### config.mk
export PLATFORM = sky130hd
export DESIGN_NAME = minterm_scanner
export DESIGN_NICKNAME = d
export VERILOG_FILES = /design/src/rtl/minterm_pkg.sv /design/src/rtl/minterm_scanner.sv
export SDC_FILE = /design/constraint.sdc
export NUM_CORES = 1
export LEC_CHECK = 0
export CAP_MARGIN = 5
export CORE_MARGIN = 2
export CORE_UTILIZATION = 45
export DETAILED_ROUTE_END_ITERATION = 10
export HOLD_SLACK_MARGIN = 0.03
export MAX_ROUTING_LAYER = met4
export PLACE_DENSITY = 0.86
export SETUP_SLACK_MARGIN = 0.02
export SLEW_MARGIN = 0
export SYNTH_ARGS = -nofsm -noshare
export SYNTH_HDL_FRONTEND = slang
export SYNTH_SLANG_ARGS = --single-unit
### constraint.sdc
create_clock -name clk -period 1.4 [get_ports clk]
set_input_delay 0.28 -clock clk [delete_from_list [all_inputs] [get_ports clk]]
set_output_delay 0.28 -clock clk [all_outputs]
set_load 0.01 [all_outputs]
### src/rtl/minterm_pkg.sv
// -----------------------------------------------------------------------------
// minterm_pkg
// Shared definitions for the minterm scanner.
//   state_e        : scanner FSM states (IDLE / SCAN / DONE)
//   DEFAULT_N_VARS : default number of Boolean inputs
//   TABLE_W        : truth-table width for the default input count
//   table_w()      : truth-table width for an arbitrary input count
// -----------------------------------------------------------------------------
package minterm_pkg;

    typedef enum logic [1:0] {
        IDLE = 2'd0,
        SCAN = 2'd1,
        DONE = 2'd2
    } state_e;

    localparam int DEFAULT_N_VARS = 4;

    // Width of a truth table over n variables: one bit per input vector.
    function automatic int table_w(input int n);
        return 1 << n;
    endfunction

    localparam int TABLE_W = table_w(DEFAULT_N_VARS);

endpackage : minterm_pkg

### src/rtl/minterm_scanner.sv
// -----------------------------------------------------------------------------
// minterm_scanner
// Latches a truth table on start and walks it from index 0 upward, presenting
// the index of every selected term on a valid/ready handshake. Zero bits are
// skipped at one index per cycle; a presented term is held until accepted.
//
// Build option: define MINTERM_SCANNER_MAXTERM_EN to emit the indices of the
// 0 bits (maxterms) instead of the 1 bits. Ports and timing are unchanged.
//
// Parameters
//   N_VARS       number of Boolean inputs (legal 2..6); table is 2**N_VARS wide
// Ports
//   clk          clock, rising edge
//   rst          synchronous active-high reset
//   start        begin a scan (only honoured while idle)
//   truth_table  bit i = function output for input vector i
//   idx          current term index (0 outside a scan)
//   idx_valid    idx holds a selected term
//   idx_ready    consumer accepts idx
//   busy         high while scanning and in the done cycle
//   done         one-cycle pulse ending a scan
//   count        number of terms accepted in the current or last scan
// -----------------------------------------------------------------------------
module minterm_scanner
    import minterm_pkg::*;
#(
    parameter int N_VARS = DEFAULT_N_VARS
) (
    input  logic                        clk,
    input  logic                        rst,
    input  logic                        start,
    input  logic [(1 << N_VARS)-1:0]    truth_table,
    output logic [N_VARS-1:0]           idx,
    output logic                        idx_valid,
    input  logic                        idx_ready,
    output logic                        busy,
    output logic                        done,
    output logic [N_VARS:0]             count
);

    localparam int                  TW        = table_w(N_VARS);
    localparam logic [N_VARS-1:0]   PTR_LAST  = '1;
    localparam logic [N_VARS-1:0]   PTR_ONE   = N_VARS'(1);
    localparam logic [N_VARS:0]     COUNT_MAX = (N_VARS+1)'(TW);
    localparam logic [N_VARS:0]     COUNT_ONE = (N_VARS+1)'(1);

    state_e                 state_q, state_d;
    logic [TW-1:0]          table_q, table_d;
    logic [N_VARS-1:0]      ptr_q,   ptr_d;
    logic [N_VARS:0]        count_q, count_d;

    logic [TW-1:0]          sel_table;
    logic                   in_scan;
    logic                   cur_bit;
    logic                   advance;
    logic                   accept;

    // The maxterm build simply scans the inverted latched table; everything
    // downstream sees a "selected" bit and is otherwise identical.
`ifdef MINTERM_SCANNER_MAXTERM_EN
    assign sel_table = ~table_q;
`else
    assign sel_table = table_q;
`endif

    assign in_scan = (state_q == SCAN);
    assign cur_bit = sel_table[ptr_q];
    // Unselected bits are skipped unconditionally; a selected bit waits for
    // the consumer, which also guarantees idx_valid is never retracted.
    assign accept  = in_scan & cur_bit & idx_ready;
    assign advance = in_scan & (~cur_bit | idx_ready);

    // ------------------------------------------------------------------
    // State register and datapath registers
    // ------------------------------------------------------------------
    always_ff @(posedge clk) begin
        if (rst) begin
            state_q <= IDLE;
            table_q <= '0;
            ptr_q   <= '0;
            count_q <= '0;
        end else begin
            state_q <= state_d;
            table_q <= table_d;
            ptr_q   <= ptr_d;
            count_q <= count_d;
        end
    end

    // ------------------------------------------------------------------
    // Next-state logic
    // ------------------------------------------------------------------
    always_comb begin
        state_d = state_q;
        case (state_q)
            IDLE: begin
                if (start) begin
                    state_d = SCAN;
                end
            end
            SCAN: begin
                // Leaving on the advance of the last index means the pointer
                // never wraps into a second pass.
                if (advance && (ptr_q == PTR_LAST)) begin
                    state_d = DONE;
                end
            end
            DONE: begin
                state_d = IDLE;
            end
            default: begin
                state_d = IDLE;
            end
        endcase
    end

    // ------------------------------------------------------------------
    // Datapath next-value logic
    // ------------------------------------------------------------------
    always_comb begin
        table_d = table_q;
        ptr_d   = ptr_q;
        count_d = count_q;

        if ((state_q == IDLE) && start) begin
            table_d = truth_table;
            ptr_d   = '0;
            count_d = '0;
        end else begin
            // At the last index the pointer parks; the FSM leaves SCAN.
            if (advance && (ptr_q != PTR_LAST)) begin
                ptr_d = ptr_q + PTR_ONE;
            end
            if (accept && (count_q != COUNT_MAX)) begin
                count_d = count_q + COUNT_ONE;
            end
        end
    end

    // ------------------------------------------------------------------
    // Output logic
    // ------------------------------------------------------------------
    always_comb begin
        idx       = '0;
        idx_valid = 1'b0;
        busy      = 1'b0;
        done      = 1'b0;
        case (state_q)
            SCAN: begin
                idx       = ptr_q;
                idx_valid = cur_bit;
                busy      = 1'b1;
            end
            DONE: begin
                busy = 1'b1;
                done = 1'b1;
            end
            default: begin
            end
        endcase
    end

    assign count = count_q;

endmodule : minterm_scanner

* Word-level counts from Yosys, hierarchy flattened
Index checks and enable logic that the tools add are counted.
** Word-level totals
- Flip-flop bits (word level) :: 27
- Bits of input ports :: 20
- Output and inout port bits :: 12
- Word-level logic and storage cells :: 36
** Cells by class
- Add/sub/neg operators :: 2
- Order comparisons :: 1
- Equal/unequal tests :: 7
- Mux-type cells :: 9
- Bitwise operators :: 5
- Reductions and logical operators :: 8
** Operators with widths (number)
- $add 5x1->5 const B :: 1
- $lt 4x5->1 const B :: 1
- $ne 5x5->1 const B :: 1
- $add 4x1->4 const B :: 1
- $bmux 1 s4 :: 1
- $eq 4x4->1 const B :: 1
- $logic_and 1x1->1 :: 4
- $mux 1 :: 4
- $mux 2 :: 2
- $mux 4 :: 1
- $ne 4x4->1 const B :: 1
- $pmux 2 s2 :: 1
- $reduce_or 2->1 :: 2
- $and 1x1->1 :: 3
- $eq 2x1->1 const B :: 1
- $eq 2x2->1 const B :: 1
- $logic_not 2->1 :: 1
- $ne 2x1->1 const B :: 1
- $ne 2x2->1 const B :: 1
- $reduce_and 2->1 :: 1
- $not 1->1 :: 1
- $or 1x1->1 :: 1

* Logic depth before layout (Yosys ltp)
Gate-level depths: netlist of run 1.
- Word-level depth :: 8
- Gate-level depth with buffers :: 8
- Gate-level depth less buffers :: 7

* Worst setup path before layout of run 1
OpenSTA, ideal clock, no wires.
- Path type :: reg2reg
- From :: register ptr_q[0]
- To :: register state_q[0]
- Library setup time :: 72 ps
- Arrival time :: 1534 ps
- Required time :: 1328 ps
- Slack :: -205 ps
- Cell stages (with the launch flop) :: 8
- Path buffers :: 1
- Clock period less this slack :: 1605 ps
- Cell sequence :: dfxtp_1 -> buf_6 -> nor2b_2 -> a22oi_2 -> nand4_4 -> a21oi_2 -> a221o_2 -> mux2i_1
** On the way
- Longest elaborated chain between the ends :: 8
- Elaborated cells between the ends (all ways) :: 9
- Classes of those cells :: 2 x eq/ne; 2 x mux; 3 x bitwise; 2 x reduce/logical
** RTL lines
- start: declaration :: line minterm_scanner.sv:49 : logic [N_VARS-1:0] ptr_q, ptr_d;
- start signal: assignment :: line minterm_scanner.sv:85 : ptr_q <= ptr_d;
- $bmux 1 s4 :: line minterm_scanner.sv:67 : assign cur_bit = sel_table[ptr_q];
- $mux 1 (not written as such) :: line minterm_scanner.sv:67
- $not 1->1 :: line minterm_scanner.sv:71 : assign advance = in_scan & (~cur_bit | idx_ready);
- $or 1x1->1 :: line minterm_scanner.sv:71
- $and 1x1->1 :: line minterm_scanner.sv:71
- $logic_and 1x1->1 * :: line minterm_scanner.sv:104 : if (advance && (ptr_q == PTR_LAST)) begin
- $ne 2x1->1 (no line) *
- $reduce_and 2->1 (no line) *
- end signal: assignment :: line minterm_scanner.sv:83 : state_q <= state_d;
- end: declaration :: line minterm_scanner.sv:47 : state_e state_q, state_d;
Every way passes the cells marked *; elsewhere a longest branch is shown, timed or not. The select of a mux whose other input is x is not followed.
A chain may end at the register's enable or synchronous reset.

* Worst setup path in the final report of run 1
- From :: register ptr_q[2]
- To :: register ptr_q[1]
** On the way
- Longest elaborated chain between the ends :: 6
- Elaborated cells between the ends (all ways) :: 7
- Classes of those cells :: 1 x eq/ne; 2 x mux; 3 x bitwise; 1 x reduce/logical
** RTL lines
- $bmux 1 s4 :: line minterm_scanner.sv:67
- $mux 1 (not written as such) :: line minterm_scanner.sv:67
- $not 1->1 :: line minterm_scanner.sv:71
- $or 1x1->1 :: line minterm_scanner.sv:71
- $and 1x1->1 :: line minterm_scanner.sv:71
- $logic_and 1x1->1 * :: line minterm_scanner.sv:131 : if (advance && (ptr_q != PTR_LAST)) begin
Marks and branches as above.

==> results of run 1 <==
==> metal layers <==
layer | share of wire, % | vias up | track usage, %
li1 | - | 690 | -
met1 | 43 | 632 | 23.2
met2 | 53 | 40 | 33.9
met3 | 4.0 | 2 | 2.10
met4 | 0.50 | 0 | 6.83
met5 | 0 | - | -
==> logic make-up after synthesis <==
| group | share of synthesized area, % |
|---|---|
| xor+xnor | 1.79 |
| buf+inv | 4.86 |
| compound gates | 15.4 |
| flops | 36.9 |
| mux | 8.19 |
| fa+ha+maj | 6.83 |
| simple gates | 26.0 |
==> worst paths after layout <==
check                                  from  slack [ns]                         to  cells after the start
hold reg to reg   sel_table[3]$_SDFFE_PP0P_        0.47  sel_table[3]$_SDFFE_PP0P_                      2
hold / removal    sel_table[3]$_SDFFE_PP0P_        0.47  sel_table[3]$_SDFFE_PP0P_                      2
setup reg to reg      ptr_q[2]$_SDFFE_PP0P_       -0.49      ptr_q[1]$_SDFFE_PP0P_                      9
setup / recovery      ptr_q[2]$_SDFFE_PP0P_       -0.49      ptr_q[1]$_SDFFE_PP0P_                      9
==> cells in the final DEF, fill, tap and decap left out, drive strengths merged <==
master,instances
nand2,40
buf,36
dfxtp,27
a21oi,20
clkdlybuf4s50,19
mux2i,12
nor2,8
inv,8
ha,8
nand3,7
clkbuf,5
and2,4
nand2b,4
xnor2,3
dlygate4sd2,3
a21o,3
a22oi,2
a211oi,2
clkdlybuf4s15,2
nand4,2
a31oi,2
and2b,1
nor2b,1
o21ai,1
or2b,1
nand4bb,1
a21bo,1
nand3b,1
a221o,1
and3,1
and4b,1
nor3,1
==> state kept, by name, summed over array words and instances, names as in the netlist <==
name	count
count	5
sel_table	16
ptr_q	4
state_q	2
==> critical path, cell delays in order (launching register included) <==
cell	delay [ns]
dfxtp_4	0.41
mux2i_1	0.15
a22oi_2	0.25
nand4_4	0.15
buf_4	0.16
buf_6	0.13
a21o_4	0.22
buf_4	0.14
nand4_1	0.11
nand2_1	0.08
==> where the power goes <==
group | internal, uW | switching, uW | total, uW
clock network | 112 | 230 | 341
registers | 888 | 81.1 | 969
logic | 745 | 661 | 1410
==> per-stage QoR <==
step | instance area [sq um] | setup TNS, ns | setup WS [ns] | power (uW)
final | 2190 | -5.15 | -0.489 | 2720
after global routing | 2190 | -6.51 | -0.579 | 2880
after CTS | 2100 | -4.13 | -0.451 | 2610
after detailed placement | 2000 | -5.22 | -0.532 | 2080
after global placement | 2000 | -3.89 | -0.448 | 2050
after floorplan | 1480 | -1.27 | -0.173 | 1590
==> area by class of cell <==
| cell class | instances | share of cell area, % |
|---|---|---|
| Tap cell | 44 | 2.51 |
| Timing Repair Buffer | 61 | 26.0 |
| Sequential cell | 27 | 25.5 |
| Inverter | 8 | 1.71 |
| Multi-Input combinational cell | 128 | 43.0 |
| Clock buffer | 4 | 1.20 |
==> timing repair <==
| item | 4_1_cts | 5_1_grt |
|---|---|---|
| pin swaps | 7 | 4 |
| resized for setup | 62 | 21 |
| setup buffers | 2 | 1 |
| endpoints found under the setup margin | 28 | 25 |
| cloned | 0 | 1 |
==> metrics, run 1 <==
nets 257; clk_skew 0.00634 ns; # rows 20; initial antenna violation count 0; Multi-input gate area 942 sq um; Initial DRT Pass Iterations 5; Initial Utilization 47.6%; proportion of layout cells with a drive suffix above 1 34.6%; Detail Route Antenna Nets 0; top cells by area, synth dfxtp_1 (37%), nand2_1 (10%), mux2i_1 (8.2%); grt ovf 0; status finished with violations; CTS sink count 27; Avg Inst Size Synth 8.63 sq um; die area 3730 sq um; Hold Crit Class flop to flop; dpl cells 264; critical path arrival 2.11 ns; GRT Overall Usage 19.5%; initial DRC count 39; Hold-fix buffers, CTS 0; Peak VDD IR 0.825 mV; RSZ-0062 raised after global routing yes; Top FF cell, synth dfxtp_1; GPL Wtd Cong 0.823; number of global-route vias before repair 1269; Worst-path clk slew 0.15 ns; Routed WL 3580 microns; Layout Cells excl Fill 272; period utilisation layout 135%; CP required 1.62 ns; crit path capture type flop; Die Height 61.1 microns; slew margin rel. 85.2%; Setup Viol. Count Final 18; Cell variety after synth 35; Max FO, Critical Path 8; Sequential Area 559 sq um; post-layout util 71.2%; WL/cell 13.2 microns; dominant cell type by area after synthesis dfxtp_1; Worst-Margin Slew 0.216 ns; CORE AREA 3080 sq um; port buffer count 31; clk buf depth 2; Crit Path Class flop to flop; most frequent cell after synthesis nand2_1; post-synthesis instance area 1470 sq um; post-synthesis sequential area ratio 36.9%; clock root cell clkbuf_4; Post-synth ARST share 0%; routed vias 1364; Worst setup SP type flop; Inserted Clock Buffers 3; hold_ws 0.468 ns; MaxCap Viol Count 0; Die X 61.1 microns; Ys Warns 0; number of cells produced by synthesis 170; largest net degree at the start of global routing 21; Clock Latency Late Sink 0.32 ns; first-pass GRT wire length 5310 microns; Power Density 1240 nW/um^2; share of Yosys cell area claimed by the top area cell type 36.9%; CTS H-tree lvls 1; top post-synthesis cells by count nand2_1 (40), dfxtp_1 (27), a21oi_1 (18), mux2i_1 (12); post-DP HPWL 2460 microns; residual DRC count 0; Leak 0.000857 uW; # fillers 231; final worst slack -0.489 ns; post-route minimum period 1.89 ns; syn nets 198; Max Slew Vio Count 0; top-level I/O count 32; Final Hold Viols 0; Ant. Diodes 0; FF+latch count, synth 27; failing checks setup timing; TritonCTS clock tree yes; EDFF count, synth 0; Via density 5.01; maximum clock frequency 0.529 GHz; area grow syn2layout 49.4%
Power figures use the tool's default switching activity.
==> run 2: changes to the inputs <==
--- a/config.mk
+++ b/config.mk
@@ -7,13 +7,13 @@
 export LEC_CHECK = 0
 export CAP_MARGIN = 5
 export CORE_MARGIN = 2
-export CORE_UTILIZATION = 45
+export CORE_UTILIZATION = 55
 export DETAILED_ROUTE_END_ITERATION = 10
+export DONT_BUFFER_PORTS = 1
 export HOLD_SLACK_MARGIN = 0.03
 export MAX_ROUTING_LAYER = met4
-export PLACE_DENSITY = 0.86
+export PLACE_DENSITY = 0.84
 export SETUP_SLACK_MARGIN = 0.02
-export SLEW_MARGIN = 0
 export SYNTH_ARGS = -nofsm -noshare
 export SYNTH_HDL_FRONTEND = slang
 export SYNTH_SLANG_ARGS = --single-unit
==> run 2 against run 1 <==
Compared with the run above: critical path depth down 4; clock-buffer cell count shrank 1; largest power group unchanged; cell area down 12%; wire length up 2.8%; via count is 1.4% lower; highest routed layer unchanged; non-clock buffer count decreased by 24; the run still ends with setup timing left; worst hold slack lost 0.41 ns.
==> metrics, run 2 (synthesis results as in run 1) <==
status finished with violations; failing checks setup timing; MaxCap Viol Count 0; Crit Path Class flop to output pin; Max Slew Vio Count 0; clk buf depth 2; Die X 55.6 microns; max reg flops 16; initial antenna violation count 0; top-level I/O count 32; grt ovf 0; Peak VDD IR 1.09 mV; CORE AREA 2500 sq um; Max FO, Critical Path 7; GRT Overall Usage 23.3%; Die Height 55.6 microns; TritonCTS clock tree yes; WL/cell 15.7 microns; Worst-Margin Slew 0.548 ns; CP required 1.12 ns; Initial DRT Pass Iterations 5; die area 3100 sq um; residual DRC count 0; setup tns final -4.49 ns; largest net degree at the start of global routing 17; Clock Latency Late Sink 0.33 ns; clock root cell clkbuf_4; Slowest-stage cell, CP dfxtp_4; crit path capture type output pin; port buffer count 0; nets 233; RSZ-0062 raised after global routing yes; critical path's top delay family flip-flops; commonest non-fill, non-tap cells in the layout nand2_1 (39), buf_4 (25), dfxtp_1 (22), a21oi_1 (18); Hold Crit Class input pin to flop; critical path arrival 1.54 ns; hold_ws 0.0562 ns; Inserted Clock Buffers 3; worst path buffer plus inverter count 1; Final Hold Viols 0; maximum clock frequency 0.551 GHz; Worst-path clk slew 0.15 ns; Setup Viol. Count Final 17; Via density 5.75; critical path's largest stage delay 0.41 ns; clk_skew 0.00492 ns; Leak 0.000745 uW; Area after DPL 1650 sq um; Worst setup SP type flop; Routed WL 3680 microns; CTS H-tree lvls 1; GPL Wtd Cong 0.876; Detail Route Antenna Nets 0; Initial Utilization 58.7%; post-route minimum period 1.82 ns; slew margin rel. 63.4%; final worst slack -0.416 ns; commonest non-fill, non-tap cell in the layout nand2_1; crit-path cells mux2i_1 > a22oi_2 > nand4_4 > a21oi_4 > buf_6; area grow syn2layout 30.9%; period utilisation layout 130%; number of global-route vias before repair 1228; Power Density 1410 nW/um^2; routed vias 1345; CTS sink count 27; Ant. Diodes 0; proportion of layout cells with a drive suffix above 1 37.7%; post-DP HPWL 2330 microns; first-pass GRT wire length 5600 microns; # rows 18; initial DRC count 62; post-route cell area 1920 sq um
## run 2: cell count changes in the layout (fill, tap and decap cells not counted), sizes merged
| cell | change |
|---|---|
| clkdlybuf4s50 | -19 |
| dlygate4sd2 | -3 |
| clkbuf | -2 |
| clkdlybuf4s15 | -2 |
| clkinv | +1 |
| dlygate4sd3 | +1 |
## run 2: report_power, final
| part | internal, uW | switching, uW | leakage (uW) |
|---|---|---|---|
| clock network | 108 | 244 | 0.0000177 |
| logic | 714 | 646 | 0.000503 |
| registers | 889 | 106 | 0.000224 |
| total | 1710 | 996 | 0.000745 |
## run 2: metrics by stage
step                      util [%]  instances  power [uW]  worst slack, ns
after floorplan                  -        170        1590           -0.173
after global placement        65.8        216        1870           -0.184
after detailed placement      65.8        216        1920           -0.253
after CTS                     74.6        229        2540           -0.388
after global routing          76.8        234        2850           -0.494
final                         76.8        234        2710           -0.416
## run 2: per-layer routing
layer	track usage (%)	part of all wire, %	vias to the layer above
li1	-	-	639
met1	29.2	41	632
met2	38.6	50	64
met3	3.72	6.7	10
met4	7.67	1.7	0
met5	-	0	-
## run 2: worst paths after layout
kind | start | end | slack [ns] | cells after the start
max | ptr_q[2]$_SDFFE_PP0P_ | idx_valid | -0.42 | 5
min | truth_table[15] | sel_table[15]$_SDFFE_PP0P_ | 0.06 | 2
max reg2reg | ptr_q[2]$_SDFFE_PP0P_ | ptr_q[3]$_SDFFE_PP0P_ | -0.39 | 8
min reg2reg | sel_table[3]$_SDFFE_PP0P_ | sel_table[3]$_SDFFE_PP0P_ | 0.47 | 2
## run 2: repair_timing
item / in CTS / in global routing
endpoints found under the hold margin: 16 / 0
gates cloned: 0 / 1
pin swaps: 12 / 5
endpoints found under the setup margin: 18 / 33
gates resized for setup: 33 / 7
buffers inserted: 9 / 5
hold buffers: 1 / 0
## run 2: area by class of cell
class | count | area [sq um]
fill | 168 | 581
tap | 30 | 37.5
multi-input combinational | 128 | 952
inverter | 8 | 32.5
sequential | 27 | 554
clock buffer | 3 | 22.5
timing repair buffer | 37 | 315
clock inverter | 1 | 5.00
## run 2: worst register-to-register path, stage by stage, from the launching register on
cell and delay [ns]:
dfxtp_4 0.41, mux2i_1 0.16, a22oi_2 0.23, nand4_4 0.12
buf_4 0.16, buf_6 0.13, a21o_4 0.24, and4b_1 0.18
nor3_2 0.10
